[src/rtl/serial_chunk_adder.sv]
// -----------------------------------------------------------------------------
// serial_chunk_adder
//   Multi-cycle adder: two WIDTH-bit operands are added CHUNK bits per clock,
//   LSB chunk first, with a 1-bit registered carry between chunks. The sum is
//   shifted into S from the MSB end, so after WIDTH/CHUNK add cycles S holds
//   the LSB-aligned result. Handshake: start is accepted only while ready=1,
//   done pulses for one cycle when S/C_out/ovf become valid.
//
//   Optional feature macro: SERIAL_CHUNK_ADDER_SUB_EN
//     defined   : sub=1 at acceptance computes A - B (B inverted, carry-in 1)
//     undefined : sub is ignored, the block always computes A + B + C_in
//
//   Reset is synchronous, active-low.
// -----------------------------------------------------------------------------
module serial_chunk_adder #(
  parameter int WIDTH = 16,
  parameter int CHUNK = 4
) (
  input  logic             clk,
  input  logic             rst_n,
  input  logic             start,
  input  logic [WIDTH-1:0] A,
  input  logic [WIDTH-1:0] B,
  input  logic             C_in,
  input  logic             sub,
  output logic             ready,
  output logic [WIDTH-1:0] S,
  output logic             C_out,
  output logic             ovf,
  output logic             done
);

  localparam int NCHUNK = WIDTH / CHUNK;
  localparam int CNT_W  = (NCHUNK > 1) ? $clog2(NCHUNK) : 1;

  // Reject illegal parameter combinations at elaboration time.
  if (WIDTH < 2 || CHUNK < 1 || CHUNK > WIDTH || (WIDTH % CHUNK) != 0) begin : g_param_check
    $error("serial_chunk_adder: WIDTH must be >= 2 and a multiple of CHUNK");
  end

  typedef enum logic [1:0] {
    ST_IDLE = 2'd0,
    ST_RUN  = 2'd1,
    ST_DONE = 2'd2
  } state_t;

  state_t             state, state_next;
  logic [WIDTH-1:0]   a_reg, b_reg, s_reg;
  logic               carry;
  logic [CNT_W-1:0]   cnt;
  logic               c_out_reg, ovf_reg;

  // Combinational datapath signals
  logic [CHUNK:0]     chunk_sum;
  logic [CHUNK-1:0]   sum_chunk;
  logic               chunk_carry;
  logic               msb_carry_in;
  logic [WIDTH-1:0]   s_shifted;
  logic               last_chunk;
  logic [WIDTH-1:0]   b_load;
  logic               carry_load;

  // Operand conditioning at acceptance: pass-through add, or invert-and-add-one subtract.
`ifdef SERIAL_CHUNK_ADDER_SUB_EN
  always_comb begin
    b_load     = sub ? ~B   : B;
    carry_load = sub ? 1'b1 : C_in;
  end
`else
  logic unused_sub;
  assign unused_sub = sub;

  always_comb begin
    b_load     = B;
    carry_load = C_in;
  end
`endif

  // One chunk of addition plus the shifted sum and the last-chunk flag.
  always_comb begin
    // NOTE: every output of an always_comb gets a value before any branch, so no path can leave one unassigned and infer a latch.
    chunk_sum    = {1'b0, a_reg[CHUNK-1:0]} + {1'b0, b_reg[CHUNK-1:0]} + (CHUNK+1)'(carry);
    sum_chunk    = chunk_sum[CHUNK-1:0];
    chunk_carry  = chunk_sum[CHUNK];
    // Carry into the chunk's top bit, recovered from that bit's sum and inputs.
    msb_carry_in = sum_chunk[CHUNK-1] ^ a_reg[CHUNK-1] ^ b_reg[CHUNK-1];
    s_shifted    = s_reg >> CHUNK;
    s_shifted[WIDTH-1 -: CHUNK] = sum_chunk;
    last_chunk   = (cnt == CNT_W'(NCHUNK - 1));
  end

  // State register.
  always_ff @(posedge clk) begin
    // NOTE: clocked state uses non-blocking assignments so every register samples pre-edge values, independent of statement order.
    if (!rst_n) state <= ST_IDLE;
    else        state <= state_next;
  end

  // Next-state logic.
  always_comb begin
    state_next = state;
    unique case (state)
      ST_IDLE: if (start)      state_next = ST_RUN;
      ST_RUN:  if (last_chunk) state_next = ST_DONE;
      ST_DONE:                 state_next = ST_IDLE;
      default:                 state_next = ST_IDLE;
    endcase
  end

  // Operand capture, chunk-serial accumulation and result flags.
  always_ff @(posedge clk) begin
    if (!rst_n) begin
      a_reg     <= '0;
      b_reg     <= '0;
      s_reg     <= '0;
      carry     <= 1'b0;
      cnt       <= '0;
      c_out_reg <= 1'b0;
      ovf_reg   <= 1'b0;
    end else begin
      unique case (state)
        ST_IDLE: begin
          if (start) begin
            a_reg <= A;
            b_reg <= b_load;
            carry <= carry_load;
            s_reg <= '0;
            cnt   <= '0;
          end
        end
        ST_RUN: begin
          a_reg <= a_reg >> CHUNK;
          b_reg <= b_reg >> CHUNK;
          s_reg <= s_shifted;
          carry <= chunk_carry;
          cnt   <= cnt + 1'b1;
          if (last_chunk) begin
            c_out_reg <= chunk_carry;
            ovf_reg   <= msb_carry_in ^ chunk_carry;
          end
        end
        default: ; // ST_DONE: results hold
      endcase
    end
  end

  assign ready = (state == ST_IDLE);
  assign done  = (state == ST_DONE);
  assign S     = s_reg;
  assign C_out = c_out_reg;
  assign ovf   = ovf_reg;

endmodule

[config.mk]
export PLATFORM = sky130hd
export DESIGN_NAME = serial_chunk_adder
export DESIGN_NICKNAME = d
export VERILOG_FILES = /design/src/rtl/serial_chunk_adder.sv
export SDC_FILE = /design/constraint.sdc
export NUM_CORES = 1
export LEC_CHECK = 0
export CAP_MARGIN = 40
export CORE_MARGIN = 4
export CORE_UTILIZATION = 50
export CTS_CLUSTER_DIAMETER = 80
export DETAILED_ROUTE_END_ITERATION = 10
export GPL_ROUTABILITY_DRIVEN = 0
export PLACE_DENSITY = 0.8
export SLEW_MARGIN = 0
export SYNTH_ARGS = -nofsm -noshare
export SYNTH_HDL_FRONTEND = slang
export SYNTH_SLANG_ARGS = --single-unit
export TNS_END_PERCENT = 10
[constraint.sdc]
create_clock -name clk -period 2.4 [get_ports clk]
set_clock_uncertainty 0.1 [all_clocks]
set_input_delay 0.24 -clock clk [delete_from_list [all_inputs] [get_ports clk]]
set_output_delay 0.24 -clock clk [all_outputs]
set_load 0.01 [all_outputs]
## Word level (Yosys, flattened, before mapping)

Cells that the tools add are included.

| cells by class | value |
|---|---|
| order comparisons | 0 |
| $mul | 0 |
| mux-type cells | 13 |
| divide/modulo/power cells | 0 |
| equal/unequal tests | 5 |
| bitwise operators | 3 |
| shifts and indexed selects | 0 |
| reduce and logical (&&, ||, !) cells | 5 |
| add/sub/neg operators | 3 |

Operator list:

| operator | number |
|---|---|
| 16-bit one-hot mux with 2 select lines | 3 |
| 16-bit 2-to-1 mux | 3 |
| 2-bit one-hot mux with 2 select lines | 2 |
| 2-bit 2-to-1 mux | 3 |
| 2-bit AND reduction | 3 |
| 4-bit by 4-bit adder with 5-bit output | 1 |
| 5-bit by 1-bit adder with 5-bit output | 1 |
| 2-bit == test (second input constant) | 2 |
| 2-bit != test (second input constant) | 2 |
| 1-bit bitwise XOR | 3 |
| 2-bit by 1-bit adder with 2-bit output (second input constant) | 1 |
| 2-bit by 1-bit == test with 1-bit output (second input constant) | 1 |
| 2-bit logical NOT | 1 |
| 1-bit one-hot mux with 2 select lines | 1 |
| 2-bit nonzero test | 1 |
| 1-bit 2-to-1 mux | 1 |

| word-level totals | value |
|---|---|
| memory bits (read-only) | 0 |
| bits of input ports | 37 |
| output and inout bits | 20 |
| bits in latches | 0 |
| register bits after elaboration | 55 |
| memories kept | 0 |
| logic and storage cells | 37 |
| RAM bits | 0 |

## Logic depth before layout (Yosys ltp)

Gate-level depths: netlist (run 1).

| depth | value |
|---|---|
| depth after elaboration | 5 |
| gate-level depth with buffers | 6 |
| mapped depth without buffers | 6 |

## Worst setup path before layout (run 1)

No wires, ideal clock.

| timing path | value |
|---|---|
| kind | reg-to-reg |
| from | register a_reg[0] |
| to | register ovf_reg, in the netlist ovf |
| data arrival time | 1.796 ns |
| period minus slack after synthesis | 2.012 ns |
| setup time | 0.116 ns |
| data required time | 2.184 ns |
| slack | 0.388 ns |
| buffers on the path | 0 |
| stages on the path, launching flop included | 7 |
| cells stage by stage | dfxtp_1 > fa_1 > fa_1 > nand3_2 > nand3_1 > a211o_1 > a31o_1 |

| on the way | value |
|---|---|
| longest elaborated chain between the ends | 5 |

Ends and longest elaborated chain:

| element | RTL line | RTL |
|---|---|---|
| start: declaration | 48 | `logic [WIDTH-1:0] a_reg, b_reg, s_reg;` |
| start signal: assignment | 132 | `a_reg <= a_reg >> CHUNK;` |
| 4-bit by 4-bit adder with 5-bit output (*) | 82 | `chunk_sum = {1'b0, a_reg[CHUNK-1:0]} + {1'b0, b_reg[CHUNK-1:0]} + (CHUNK+1)'(carry);` |
| 5-bit by 1-bit adder with 5-bit output (*) | 82 |  |
| 1-bit bitwise XOR (2 in series) | 86 | `msb_carry_in = sum_chunk[CHUNK-1] ^ a_reg[CHUNK-1] ^ b_reg[CHUNK-1];` |
| 1-bit bitwise XOR (*) | 139 | `ovf_reg <= msb_carry_in ^ chunk_carry;` |
| end signal: assignment | 139 |  |
| end: declaration | 51 | `logic c_out_reg, ovf_reg;` |

Every way passes the cells marked *; elsewhere a longest branch is shown, timed or not.
A chain may end at the register's enable or synchronous reset.

## Worst setup path after layout (run 1)

Same ends and word-level chain as after synthesis.

==> run_results.csv, run 1 <==
group,metric,value,unit
yosys,seq_area_frac_synth,0.439,
timing,hold_ws,0.399,ns
global_routing,grt_pass1_wl,9.46,mm
power,power_density,585,nW/um^2
global_routing,top_usage_layer,"met2",
worst_hold_path,hp-start,"carry",
yosys,synth-xor-area-share,0.00698,
cts,cts_tree,"built",
critical_path,reg2regPathDepth,6,
power,netSwitchingFraction,0.259,
cts,clock-sinks,55,
global_routing,grt_max_degree,39,
yosys,synth_compound_area_frac,0.322,
critical_path,crit_slowest_cell,"fa_1",
finish,regArea,1100,um^2
route,detailroute.via_count,2099,
yosys,yosys.area.top_type,"dfxtp_1",
critical_path,r2r-end,"ovf",
critical_path,crit_path_cell_trace,"fa_1 -> fa_1 -> nand3_2 -> nand3_1 -> a211o_1 -> a31o_1",
finish,stdcell_area,3170,um^2
global_routing,antenna_found_initial,0,
yosys,synthArstFlopShare,0,
finish,finalNetCount,347,
yosys,synth-seq-cells,55,
critical_path,cp_data_arrival_time,2.24,ns
yosys,yosys-top-cells-area,"dfxtp_1 (44%), a2bb2oi_1 (11%), o221a_2 (9.0%)",
critical_path,crit_path_frequent_cell,"fa_1",
worst_hold_path,hold_depth,2,
global_routing,grt-ovfl-total,0,
place,place_hpwl,3.91,mm
finish,mostFrequentLayoutCells,"dfxtp_1 (55), clkdlybuf4s50_1 (55), nor2_1 (50)",
global_routing,groute.usage.overall,0.188,
floorplanning,dieArea,6220,um^2
place,io_buffers,55,
route,drt-initial-drc-count,129,
finish,stdcell_count,372,
cts,cts-resized-gates,0,
route,wire_per_inst,15.1,um
timing,slew_headroom,0.635,
place,placed_area,3090,um^2
critical_path,rrSetupSlack,0.27,ns
yosys,muxShareOfSynthArea,0.00399,
power,power_frac_clock,0.264,
critical_path,cp_top_family,"adder cells",
floorplanning,die_h,78.9,um
yosys,syn_area,2510,um^2
cts,cts_root_buffer,"clkbuf_8",
floorplanning,initial_core_util,0.524,
route,antenna_left,0,
finish,drive_above_1_share,0.148,
critical_path,crit_type,"reg2reg",
timing,hold_viol,0,
worst_hold_path,hold_class,"reg2reg",
timing,setup_viol,0,
floorplanning,coreArea,4790,um^2
global_routing,grtUsageMet3,0.0363,
cts,cts_setup_buffers,0,
yosys,synth_nets,301,
power,ir_worst_vdd,0.318,mV
outcome,status,"complete, no violations",
power,seqPwrFrac,0.542,
critical_path,start_kind,"register",
finish,fillers,397,
yosys,synth_top_family_by_area,"compound AO/OA/AOI/OAI gates",
global_routing,grt_util_met2,0.301,
critical_path,required,2.51,ns
cts,cts_buffers,5,
critical_path,crit_buf_inv,0,
timing,maxSlewViolCount,0,
finish,area_growth_syn_to_layout,26.3,%
power,p_switching,0.000480,W
finish,antenna_cells,0,
cts,cts-htree-levels,2,
global_routing,grtUsageMet1,0.254,
floorplanning,rows,25,
power,power.internal,0.00138,W
place,dp_cells,364,
yosys,synth.distinct_cells,38,
critical_path,cp-end-kind,"register",
critical_path,cp.depth,6,
yosys,yosysWarningCount,0,
place,detailedPlace.worstSlack,0.287,ns
route,first_pass_iters,4,
floorplanning,io_pins,57,
yosys,syn_avg_cell_area,9.73,um^2
yosys,synth_edf_count,0,
global_routing,grt_pass1_vias,2003,
flow_run,drv.max_cap_violation_count,0,
timing,rsz0062_at_grt,"false",
cts,clock_latency,0.31,ns
timing,max_freq,470,MHz
timing,fin_crit,2.13,ns
finish,multi_input_area,1260,um^2
route,via_per_inst,5.64,
cts,ctsHoldBuffers,0,
yosys,synth_top_area_frac,0.439,
cts,clockBufferDepth,2,
power,leakagePower,1.23,nW
yosys,synth-main-ff-cell,"dfxtp_1",
yosys,synth_adder_area_share,0.0359,
route,routed_wl,5.63,mm
cts,clkTransAtPathRegs,0.09,ns
critical_path,cp_max_fo,3,
yosys,synth_cells,258,
worst_hold_path,hold_end,"carry",
power,comb_power_share,0.194,
critical_path,r2r_start,"a_reg[0]",
route,drc,0,
critical_path,cpPeakStageDelay,0.47,ns
timing,min_period_over_period,0.887,
timing,worstMarginPinSlew,0.547,ns
floorplanning,fp.dieW,78.9,um
timing,finalWorstSetupSlack,0.271,ns
timing,setup_tns,0,ns
yosys,yosys.area_share.simple,0.134,
-- worst max path at each step --
stage             start  end  slack, ns
5_1_grt        a_reg[0]  ovf       0.19
4_1_cts        a_reg[0]  ovf       0.27
2_1_floorplan  a_reg[0]  ovf       0.39
6_report       a_reg[0]  ovf       0.27
3_3_place_gp   a_reg[0]  ovf       0.35
3_5_place_dp   a_reg[0]  ovf       0.29
-- power by group through the flow --
stage	combinational (W)	sequential [W]	clock [W]
floorplan	0.000246	0.00102	0
global placement	0.000354	0.00102	0
detailed placement	0.000358	0.00103	0
CTS	0.000361	0.00101	0.000507
global route	0.000396	0.00101	0.000552
finish	0.000359	0.00101	0.000490
-- tightest hold or removal path, delay by kind of cell, from the launching register on --
family,cells,cell delay (ns)
compound gates,1,0.05
simple gates,1,0.07
flops,1,0.33
-- Yosys cell counts (3+ instances only) --
cell type	number
o221a_1	4
nor2_1	50
clkbuf_1	7
buf_4	3
ha_1	4
nor2b_1	9
o221a_2	20
dfxtp_1	55
a2bb2oi_1	31
a22oi_1	16
a21oi_1	12
nor2_2	3
buf_2	13
-- cells by family after synthesis --
family / count (synthesis)
buffers and inverters: 28
flip-flops: 55
XOR/XNOR: 2
AND/OR/NAND/NOR: 73
adder cells (fa/ha/maj): 6
AO/OA/AOI/OAI: 93
multiplexers: 1
-- layout make-up --
| cell class | count | share of cell area |
|---|---|---|
| Clock buffer | 7 | 0.0241 |
| Sequential cell | 55 | 0.347 |
| Clock inverter | 1 | 0.00158 |
| Multi-Input combinational cell | 175 | 0.398 |
| Inverter | 3 | 0.00355 |
| Tap cell | 67 | 0.0265 |
| Timing Repair Buffer | 64 | 0.199 |
-- stage by stage --
step / utilization / total power [W]
3_3_place_gp: 0.645 / 0.00138
5_1_grt: 0.662 / 0.00196
3_5_place_dp: 0.645 / 0.00138
2_1_floorplan: - / 0.00126
4_1_cts: 0.662 / 0.00187
6_report: 0.662 / 0.00186
-- per-layer routing --
metal / share of wire / vias to the layer above
li1: - / 1056
met1: 0.48 / 990
met2: 0.46 / 45
met3: 0.051 / 8
met4: 0.016 / 0
met5: 0 / -
Power figures use the tool's default switching activity.
==> run 2: changes to the inputs <==
Settings changed: CORE_MARGIN 4 to default.
==> run 2 against run 1 <==
First-iteration DRC count increased by 40%. Fmax increased by 0.66%. Core utilization decreased by 0.76 points. Design area decreased by 1.1%. Global-route usage increased by 3.7 points. Clock-buffer cell count decreased by 1. Critical path type unchanged.
==> run_results.csv, run 2 (synthesis gave the netlist of run 1 again) <==
group,metric,value,unit
cts,cts-htree-levels,2,
cts,cts_root_buffer,"clkbuf_8",
route,antenna_left,0,
finish,stdcell_area,3130,um^2
finish,drive_above_1_share,0.140,
cts,ctsHoldBuffers,0,
power,leakagePower,1.21,nW
power,power_density,586,nW/um^2
timing,fin_crit,2.11,ns
worst_hold_path,hp-start,"carry",
cts,cts_buffers,5,
cts,cts_tree,"built",
cts,clkTransAtPathRegs,0.09,ns
cts,clock_latency,0.30,ns
global_routing,groute.usage.overall,0.226,
floorplanning,initial_core_util,0.524,
critical_path,r2r_start,"a_reg[0]",
cts,cts-resized-gates,0,
global_routing,grt_pass1_wl,9.29,mm
power,ir_worst_vdd,0.378,mV
place,placed_area,3060,um^2
finish,mostFrequentLayoutCells,"dfxtp_1 (55), clkdlybuf4s50_1 (55), nor2_1 (50)",
worst_hold_path,hold_depth,2,
finish,area_growth_syn_to_layout,24.8,%
floorplanning,fp.dieW,72.9,um
timing,min_period_over_period,0.881,
global_routing,antenna_found_initial,0,
timing,hold_viol,0,
finish,fillers,394,
finish,multi_input_area,1260,um^2
floorplanning,rows,25,
route,via_per_inst,5.71,
route,drt-initial-drc-count,181,
route,first_pass_iters,4,
critical_path,cp-end-kind,"register",
global_routing,grt-ovfl-total,0,
finish,regArea,1100,um^2
floorplanning,dieArea,5310,um^2
route,drc,0,
timing,maxSlewViolCount,0,
place,io_buffers,55,
timing,worstMarginPinSlew,0.634,ns
place,place_hpwl,3.77,mm
timing,slew_headroom,0.577,
finish,finalNetCount,345,
outcome,status,"complete, no violations",
cts,clock-sinks,55,
floorplanning,coreArea,4790,um^2
critical_path,start_kind,"register",
place,dp_cells,362,
finish,antenna_cells,0,
flow_run,drv.max_cap_violation_count,0,
finish,stdcell_count,368,
worst_hold_path,hold_class,"reg2reg",
cts,cts_setup_buffers,0,
timing,hold_ws,0.409,ns
critical_path,cp_max_fo,3,
route,wire_per_inst,15.2,um
timing,max_freq,473,MHz
global_routing,grt_pass1_vias,2026,
floorplanning,die_h,72.9,um
floorplanning,io_pins,57,
timing,setup_tns,0,ns
critical_path,cp_data_arrival_time,2.21,ns
critical_path,reg2regPathDepth,6,
critical_path,rrSetupSlack,0.29,ns
cts,clockBufferDepth,2,
critical_path,r2r-end,"ovf",
critical_path,crit_type,"reg2reg",
route,detailroute.via_count,2102,
timing,setup_viol,0,
worst_hold_path,hold_end,"carry",
critical_path,required,2.50,ns
global_routing,grt_max_degree,37,
timing,rsz0062_at_grt,"false",
route,routed_wl,5.58,mm
-- run 2: layout make-up --
| cell class | instances | area share |
|---|---|---|
| clock buffer | 6 | 0.0232 |
| inverter | 3 | 0.00359 |
| multi-input combinational | 175 | 0.403 |
| sequential | 55 | 0.351 |
| tap | 67 | 0.0268 |
| timing repair buffer | 62 | 0.192 |
-- run 2: where the power goes --
group | internal [W] | switching [W]
registers | 0.000966 | 0.0000397
logic | 0.000199 | 0.000156
clock network | 0.000196 | 0.000278
total | 0.00136 | 0.000474
-- run 2: per-stage QoR --
step                       util  power [W]  setup slack (ns)
final                     0.655    0.00183             0.285
after detailed placement  0.639    0.00138             0.299
after global placement    0.639    0.00138             0.345
after CTS                 0.655    0.00184             0.279
after floorplan               -    0.00126             0.388
after global routing      0.655    0.00192             0.192
-- run 2: metal layers --
| layer | share of wire | GRT usage |
|---|---|---|
| met1 | 0.48 | 0.297 |
| met5 | 0 | 0 |
| met3 | 0.037 | 0.0539 |
| met4 | 0.012 | 0.0675 |
| met2 | 0.48 | 0.369 |
-- run 2: worst max path at each step --
stage	depth (start not counted)	slack, ns	start	end
after CTS	6	0.28	a_reg[0]	ovf
after detailed placement	6	0.30	a_reg[0]	ovf
final	6	0.29	a_reg[0]	ovf
after global placement	6	0.35	a_reg[0]	ovf
after global routing	6	0.19	a_reg[0]	ovf
after floorplan	6	0.39	a_reg[0]	ovf
-- run 2: critical path, stage by stage (launching register included) --
cell and delay, ns:
dfxtp_1 0.34, fa_1 0.47, fa_1 0.43, nand3_2 0.11, nand3_1 0.09, a211o_1 0.27, a31o_1 0.21
